[config.mk]
export PLATFORM = sky130hd
export DESIGN_NAME = mem_cmd_ctrl
export DESIGN_NICKNAME = d
export VERILOG_FILES = /design/src/rtl/mem_cmd_ctrl.sv
export SDC_FILE = /design/constraint.sdc
export NUM_CORES = 1
export LEC_CHECK = 0
export CAP_MARGIN = 20
export CORE_UTILIZATION = 45
export DETAILED_ROUTE_END_ITERATION = 10
export PLACE_DENSITY = 0.69
export SETUP_SLACK_MARGIN = 0.3
export SYNTH_ARGS = -nofsm -noshare
export SYNTH_HDL_FRONTEND = slang
export SYNTH_SLANG_ARGS = --single-unit
[constraint.sdc]
create_clock -name clk -period 2.3 [get_ports clk]
set_input_delay 0.69 -clock clk [delete_from_list [all_inputs] [get_ports clk]]
set_output_delay 0.69 -clock clk [all_outputs]
set_load 0.02 [all_outputs]
[src/rtl/mem_cmd_ctrl.sv]
// Request FIFO plus strobe sequencer for a small scratch memory; reads return on a one-cycle response pulse.
// Optional write-verify read-back is enabled by defining MEMCTL_WR_VERIFY_EN.
module mem_cmd_ctrl #(
    parameter int ADDR_W     = 2,
    parameter int DATA_W     = 8,
    parameter int FIFO_DEPTH = 4
) (
    input  logic                          clk,
    input  logic                          rst,
    input  logic                          req_valid,
    output logic                          req_ready,
    input  logic                          req_wr,
    input  logic [ADDR_W-1:0]             req_addr,
    input  logic [DATA_W-1:0]             req_wdata,
    output logic                          rsp_valid,
    output logic [ADDR_W-1:0]             rsp_addr,
    output logic [DATA_W-1:0]             rsp_rdata,
    output logic [ADDR_W-1:0]             mem_addr,
    output logic                          mem_wr_en,
    output logic                          mem_rd_en,
    output logic [DATA_W-1:0]             mem_wdata,
    input  logic [DATA_W-1:0]             mem_rdata,
    output logic [$clog2(FIFO_DEPTH):0]   fifo_count,
    output logic                          verify_err
);
    localparam int PTR_W = $clog2(FIFO_DEPTH);
    localparam int CNT_W = PTR_W + 1;
    localparam int ENT_W = 1 + ADDR_W + DATA_W;
    localparam logic [CNT_W-1:0] FULL_CNT = CNT_W'(FIFO_DEPTH);

`ifdef MEMCTL_WR_VERIFY_EN
    typedef enum logic [2:0] {IDLE, XFER, RDWAIT, VRD, VWAIT} state_e;
`else
    typedef enum logic [2:0] {IDLE, XFER, RDWAIT} state_e;
`endif

    state_e             state_q;
    logic [ENT_W-1:0]   fifo_q [FIFO_DEPTH];
    logic [PTR_W-1:0]   wr_ptr_q, wr_ptr_d, rd_ptr_q, rd_ptr_d;
    logic [CNT_W-1:0]   count_q, count_d;
    logic               push, pop, cur_wr_q;
    logic [ENT_W-1:0]   head;
    logic [ADDR_W-1:0]  mem_addr_q, rsp_addr_q;
    logic [DATA_W-1:0]  mem_wdata_q, rsp_rdata_q;
    logic               mem_wr_en_q, mem_rd_en_q, rsp_valid_q;

    assign req_ready = (count_q != FULL_CNT);
    assign push      = req_valid && req_ready;
    assign pop       = (state_q == IDLE) && (count_q != '0);
    assign head      = fifo_q[rd_ptr_q];

    always_comb begin
        wr_ptr_d = wr_ptr_q;
        rd_ptr_d = rd_ptr_q;
        count_d  = count_q;
        if (push) wr_ptr_d = wr_ptr_q + 1'b1;
        if (pop)  rd_ptr_d = rd_ptr_q + 1'b1;
        case ({push, pop})
            2'b10:   count_d = count_q + 1'b1;
            2'b01:   count_d = count_q - 1'b1;
            default: count_d = count_q;
        endcase
    end

    // Entry storage carries no reset; the pointers and count define what is valid.
    always_ff @(posedge clk) begin
        if (push) fifo_q[wr_ptr_q] <= {req_wr, req_addr, req_wdata};
    end

    always_ff @(posedge clk or negedge rst) begin
        if (!rst) begin
            wr_ptr_q <= '0;
            rd_ptr_q <= '0;
            count_q  <= '0;
        end else begin
            wr_ptr_q <= wr_ptr_d;
            rd_ptr_q <= rd_ptr_d;
            count_q  <= count_d;
        end
    end

`ifdef MEMCTL_WR_VERIFY_EN
    logic verify_err_q;
    assign verify_err = verify_err_q;
`else
    assign verify_err = 1'b0;
`endif

    always_ff @(posedge clk or negedge rst) begin
        if (!rst) begin
            state_q     <= IDLE;
            cur_wr_q    <= 1'b0;
            mem_addr_q  <= '0;
            mem_wdata_q <= '0;
            mem_wr_en_q <= 1'b0;
            mem_rd_en_q <= 1'b0;
            rsp_valid_q <= 1'b0;
            rsp_addr_q  <= '0;
            rsp_rdata_q <= '0;
`ifdef MEMCTL_WR_VERIFY_EN
            verify_err_q <= 1'b0;
`endif
        end else begin
            rsp_valid_q <= 1'b0;
            case (state_q)
                IDLE: begin
                    if (pop) begin
                        cur_wr_q    <= head[ENT_W-1];
                        mem_addr_q  <= head[DATA_W +: ADDR_W];
                        mem_wdata_q <= head[DATA_W-1:0];
                        mem_wr_en_q <= head[ENT_W-1];
                        mem_rd_en_q <= !head[ENT_W-1];
                        state_q     <= XFER;
                    end
                end
                XFER: begin
                    mem_wr_en_q <= 1'b0;
                    mem_rd_en_q <= 1'b0;
                    if (cur_wr_q) begin
`ifdef MEMCTL_WR_VERIFY_EN
                        // Read the just-written location back at the same address.
                        mem_rd_en_q <= 1'b1;
                        state_q     <= VRD;
`else
                        state_q     <= IDLE;
`endif
                    end else begin
                        state_q <= RDWAIT;
                    end
                end
                RDWAIT: begin
                    rsp_valid_q <= 1'b1;
                    rsp_addr_q  <= mem_addr_q;
                    rsp_rdata_q <= mem_rdata;
                    state_q     <= IDLE;
                end
`ifdef MEMCTL_WR_VERIFY_EN
                VRD: begin
                    mem_rd_en_q <= 1'b0;
                    state_q     <= VWAIT;
                end
                VWAIT: begin
                    if (mem_rdata != mem_wdata_q) verify_err_q <= 1'b1;
                    state_q <= IDLE;
                end
`endif
                default: state_q <= IDLE;
            endcase
        end
    end

    assign mem_addr   = mem_addr_q;
    assign mem_wdata  = mem_wdata_q;
    assign mem_wr_en  = mem_wr_en_q;
    assign mem_rd_en  = mem_rd_en_q;
    assign rsp_valid  = rsp_valid_q;
    assign rsp_addr   = rsp_addr_q;
    assign rsp_rdata  = rsp_rdata_q;
    assign fifo_count = count_q;
endmodule

# Yosys cells after proc, flatten, opt, wreduce, memory -nomap -nowiden

Memories as Yosys holds them, arrays and structs flattened.
Index checks and enable logic that the tools add are counted.

RAM bits: 44
Output and inout bits: 28
Memory bits (read-only): 0
Register bits: 34
Memories kept: 1
Latch bits: 0

Reductions and logical operators: 9
Equal/unequal tests: 6
Bitwise gates (word level): 0
$lt $le $gt $ge: 0
Multipliers: 0
Shifts and indexed selects: 0
Mux-type cells: 11
Div/mod/pow operators: 0
Add/subtract/negate cells: 4

Memories:

| memory | words | bits a word | rd ports | clocked after Yosys merged registers in | wr ports | RTL line | source |
|---|---|---|---|---|---|---|---|
| fifo_q | 4     | 11          | 1        | 0                                       | 1        | 38       | `logic [ENT_W-1:0] fifo_q [FIFO_DEPTH];` |

Operators by type and width:

| kind                                                                | number |
|---|---|
| 3-bit case mux with 2 select lines                                  | 2 |
| 1-bit two-way mux                                                   | 5 |
| 2-bit by 1-bit adder with 2-bit output (second input constant)      | 2 |
| 1-bit case mux with 2 select lines                                  | 2 |
| 2-bit AND reduction                                                 | 2 |
| 2-bit nonzero test                                                  | 2 |
| 3-bit by 1-bit adder with 3-bit output (second input constant)      | 1 |
| 3-bit by 1-bit == test with 1-bit output (second input constant)    | 1 |
| 3-bit by 2-bit == test with 1-bit output (second input constant)    | 1 |
| 3-bit zero test                                                     | 1 |
| 3-bit two-way mux                                                   | 1 |
| 3-bit != test (second input constant)                               | 1 |
| 3-bit nonzero test                                                  | 1 |
| 3-bit by 1-bit subtractor with 3-bit output (second input constant) | 1 |
| 2-bit by 1-bit == test with 1-bit output (second input constant)    | 1 |
| 2-bit == test (second input constant)                               | 1 |
| 1-bit logical AND                                                   | 2 |
| 2-bit two-way mux                                                   | 1 |
| 2-bit != test (second input constant)                               | 1 |
| 1-bit zero test                                                     | 1 |

# Depth between registers and ports, before layout

Gate-level depths: netlist of run 1.

Depth after elaboration: 4
Mapped depth: 9
Mapped depth without buffers: 9

# Worst setup path before layout of run 1

Ideal clock, no wire load.

Path kind: reg-to-reg
Start: reg count_q[0], in the netlist fifo_count[0]
End: reg count_q[2], in the netlist fifo_count[2]
Library setup time: 0.080 ns
Buffers on the path: 0
Arrival: 2.251 ns
Cell stages (with the launch flop): 10
Data required time: 2.220 ns
Period minus slack after synthesis: 2.331 ns
Setup slack: -0.031 ns
Cells stage by stage: dfrtp_1 or3b_1 and2_4 inv_1 ha_1 inv_1 fa_1 xor2_1 nor2_1 xor2_1

Cells in the longest elaborated chain, start to end: 4

Ends and longest elaborated chain:

| what                                                                             | RTL line | source |
|---|---|---|
| start: declaration                                                               | 40       | `logic [CNT_W-1:0] count_q, count_d;` |
| start signal: assignment                                                         | 78       | `count_q <= count_d;` |
| 3-bit != test *                                                                  | 47       | `assign req_ready = (count_q != FULL_CNT);` |
| net req_ready                                                                    | 11       | `output logic req_ready,` |
| 1-bit logical AND *                                                              | 48       | `assign push = req_valid && req_ready;` |
| 2-bit by 1-bit == test with 1-bit output / 2-bit == test (equally long branches) | 58       | `case ({push, pop})` |
| 3-bit case mux with 2 select lines / 2-bit nonzero test (equally long branches)  | --       |  |

The timed path passes the listed nets; every way through them passes the cells marked *.
A chain may end at the register's enable or synchronous reset.

# Worst setup path in the final report of run 1

Start: reg count_q[1], in the netlist fifo_count[1]
End: reg count_q[2], in the netlist fifo_count[2]

Cells in the longest elaborated chain, start to end: 4

Ends and longest elaborated chain:

| what                                                                             | RTL line |
|---|---|
| 3-bit != test / 3-bit nonzero test (equally long branches)                       | 47, 49 |
| 1-bit logical AND (on tied branches)                                             | 48, 49 |
| 2-bit by 1-bit == test with 1-bit output / 2-bit == test (equally long branches) | 58 |
| 3-bit case mux with 2 select lines / 2-bit nonzero test (equally long branches)  | -- |

Several ways; a longest one is shown, not always the timed one.

==> results of run 1 <==
[registers in the layout, indices dropped and copies added (netlist names)]
register	flops
fifo_q	44
mem_wdata	8
rsp_rdata	8
fifo_count	3
mem_addr	2
rd_ptr_q	2
rsp_addr	2
state_q	2
wr_ptr_q	2
cur_wr_q	1
mem_rd_en	1
mem_wr_en	1
rsp_valid	1
[power by group]
group	leakage [nW]	switching, mW	internal, mW
Clock	0.0943	0.457	0.501
Sequential	0.793	0.280	1.95
Combinational	0.711	1.02	1.15
Total	1.60	1.76	3.60
[worst min path at each step]
stage                        endpoint  slack [ps]  cells past startpoint            startpoint
2_1_floorplan    cur_wr_q$_DFFE_PN0P_         390                      0                   rst
3_5_place_dp   state_q[1]$_DFFE_PN0P_         440                      1  cur_wr_q$_DFFE_PN0P_
5_1_grt        state_q[1]$_DFFE_PN0P_         460                      1  cur_wr_q$_DFFE_PN0P_
4_1_cts        state_q[1]$_DFFE_PN0P_         450                      1  cur_wr_q$_DFFE_PN0P_
3_3_place_gp   state_q[1]$_DFFE_PN0P_         410                      1  cur_wr_q$_DFFE_PN0P_
6_report       state_q[1]$_DFFE_PN0P_         450                      1  cur_wr_q$_DFFE_PN0P_
[stage by stage]
step           setup TNS (ps)  setup slack (ps)  util [%]  hold slack (ps)  cell area [um^2]
2_1_floorplan               0               190         -              394              3010
3_5_place_dp            -93.2             -93.2      57.0              440              3640
6_report                    0               266      60.4              449              3860
3_3_place_gp                0             0.347      57.0              410              3640
4_1_cts                     0               244      59.8              450              3820
5_1_grt                     0               195      60.4              465              3860
[repair_timing]
| item | in CTS | in global routing |
|---|---|---|
| hold buffers | 0 | 0 |
| setup buffers | 3 | 1 |
| endpoints found under the setup margin | 18 | 12 |
| pin swaps | 5 | 3 |
| resized for setup | 20 | 10 |
[cells in the mapped netlist]
cell type / count
nand2_1: 1
edfxtp_1: 44
and3_1: 4
and3b_1: 1
nor3b_1: 1
buf_4: 3
conb_1: 1
nand3_1: 1
nor4b_1: 1
xnor2_1: 2
mux2_2: 22
ha_1: 5
buf_1: 1
buf_2: 1
xor2_1: 4
nor3_1: 1
a211o_1: 1
dfrtp_1: 33
or4_1: 1
and2_4: 1
mux4_2: 10
inv_1: 6
fa_1: 1
and2_1: 1
or3b_1: 1
nand3b_1: 1
nor2_1: 1
mux4_1: 1
nor3_2: 2
mux2i_1: 1
nor2b_1: 1
[cell families (layout without fill, tap and decap cells)]
kind of cell / after synthesis / in the layout / share of synthesized area (%)
XOR/XNOR: 6 / 6 / 1.76
buffers and inverters: 11 / 85 / 1.80
flip-flops: 77 / 77 / 71.8
adder cells (fa/ha/maj): 6 / 6 / 2.76
other: 1 / 1 / 0.125
AO/OA/AOI/OAI: 1 / 1 / 0.293
AND/OR/NAND/NOR: 19 / 19 / 4.44
multiplexers: 34 / 34 / 17.0
[cell type report]
cell class | instances | area share [%]
Clock inverter | 4 | 1.27
Sequential cell | 77 | 55.8
Timing Repair Buffer | 63 | 15.3
Clock buffer | 12 | 3.50
Multi-Input combinational cell | 67 | 21.1
Tap cell | 77 | 2.50
Inverter | 6 | 0.584
[worst register-to-register path, stage by stage (launching register included)]
cell and delay (ps):
dfrtp_2 420, or3b_4 400, and2_4 150, inv_2 60, ha_4 120, inv_2 30
fa_2 320, xor2_1 140, nor2_1 130, xor2_1 170
[metal layers]
layer,vias to the layer above,GRT usage [%],wire length [um]
met2,45,28.3,2730
met4,0,7.86,81
li1,722,-,-
met3,7,3.26,209
met1,791,20.8,2140
met5,-,0,0
==> impl_metrics.env, run 1 <==
export IMPL_synthCells=155
export IMPL_ys_seq_area_share_pct=71.8
export IMPL_end_kind="flip-flop"
export IMPL_grt_pass1_wl_um=8740
export IMPL_antenna_found_initial=0
export IMPL_n_antenna_cell=0
export IMPL_dieArea_um2=6980
export IMPL_critical_path_required_ps=2550
export IMPL_setup_violations=0
export IMPL_power_leakage_nw=1.60
export IMPL_slew_headroom_pct=60.4
export IMPL_slowest_stage="dfrtp_2"
export IMPL_syn2layout_area_growth_pct=29.0
export IMPL_grt_pass1_vias=1719
export IMPL_synth_nets=183
export IMPL_critPathBufInv=2
export IMPL_numCtsBuffers=9
export IMPL_multi_input_area_um2=813
export IMPL_path_depth=9
export IMPL_arrival_ps=2280
export IMPL_cts_tree="done"
export IMPL_num_vias=1565
export IMPL_drc_errors=0
export IMPL_setup_worst_path_start="fifo_count[1]$_DFFE_PN0P_"
export IMPL_hold_path_class="flip-flop to flip-flop"
export IMPL_rows=29
export IMPL_crit_path_max_fanout=3
export IMPL_start_util_pct=46.8
export IMPL_avgSynthCellArea_um2=19.3
export IMPL_layout_drive_gt1_share_pct=31.4
export IMPL_yosys_area_top_type="edfxtp_1"
export IMPL_gp_congestion=0.720
export IMPL_yosysTopAreaCellShare_pct=44.2
export IMPL_grt_overflow=0
export IMPL_syn_area_um2=2990
export IMPL_crit_end="fifo_count[2]$_DFFE_PN0P_"
export IMPL_h_tree_depth=3
export IMPL_fmax_ghz=0.492
export IMPL_die_w_um=83.5
export IMPL_slowest_delay_ps=420
export IMPL_layout_nets=252
export IMPL_n_fill_cell=481
export IMPL_critPathKind="flip-flop to flip-flop"
export IMPL_ys_seq_elements=77
export IMPL_detail_route_antenna_nets=0
export IMPL_status="finished, final reports clean"
export IMPL_cts_root_buf="clkbuf_8"
export IMPL_track_usage_pct=16.7
export IMPL_fin_skew_ps=8.86
export IMPL_synth_cell_types=31
export IMPL_drtPass1Iterations=4
export IMPL_p_per_area_nw_per_um2=1390
export IMPL_drv_slew=0
export IMPL_rsz0062_at_grt="yes"
export IMPL_die_h_um=83.5
export IMPL_crit_reg2reg_launch="fifo_count[1]$_DFFE_PN0P_"
export IMPL_power_mw=5.36
export IMPL_core_area_um2=6390
export IMPL_worstRegToRegCells=9
export IMPL_cts_reportedPaths_clkPinSlew_ps=70
export IMPL_fin_crit_ps=2030
export IMPL_yosys_warnings=0
export IMPL_fin_crit_sh_pct=88.4
export IMPL_cts_buffer_depth=2
export IMPL_io_pins=50
export IMPL_crit_path_start_kind="flip-flop"
export IMPL_io_buffers=48
export IMPL_worstReg2RegEnd="fifo_count[2]$_DFFE_PN0P_"
export IMPL_dp_cells=286
export IMPL_ff2ff_setup_slack_ps=270
export IMPL_cts_sinks=77
export IMPL_routedWlPerCell_um=16.9
export IMPL_layout_commonest_cell="edfxtp_1"
export IMPL_final_cells=306
export IMPL_wl_um=5160
export IMPL_yosys_top_cells_area="edfxtp_1 44%, dfrtp_1 28%, mux2_2 8.3%, mux4_2 7.5%, ha_1 2.1%"
export IMPL_ir_worst_vdd_uv=752
export IMPL_hold_violations=0
export IMPL_dp_hpwl_um=3360
export IMPL_seq_area_um2=2150
export IMPL_most_common_layout_cells="44 x edfxtp_1, 30 x dfrtp_1, 22 x mux2_2, 22 x clkdlybuf4s50_1, 16 x dlygate4sd2_1"
export IMPL_avgViaCountPerCell=5.11
export IMPL_drtIter0Drc=73
export IMPL_crit_family="simple AND/OR/NAND/NOR gates"
export IMPL_clock_latency_ps=340
export IMPL_worstMarginPinSlew_ps=594
export IMPL_maxCapViolCount=0
export IMPL_grt_max_degree=34
export IMPL_path_cells="or3b_4, and2_4, inv_2, ha_4, inv_2, fa_2, xor2_1, nor2_1, xor2_1"
(Power assumes the default switching activity.)
==> run 2, diff against run 1 <==
Settings changed: SLEW_MARGIN set to 20.
==> results of run 2 <==
The final DEF is identical to that of run 1; final timing and power are the same.
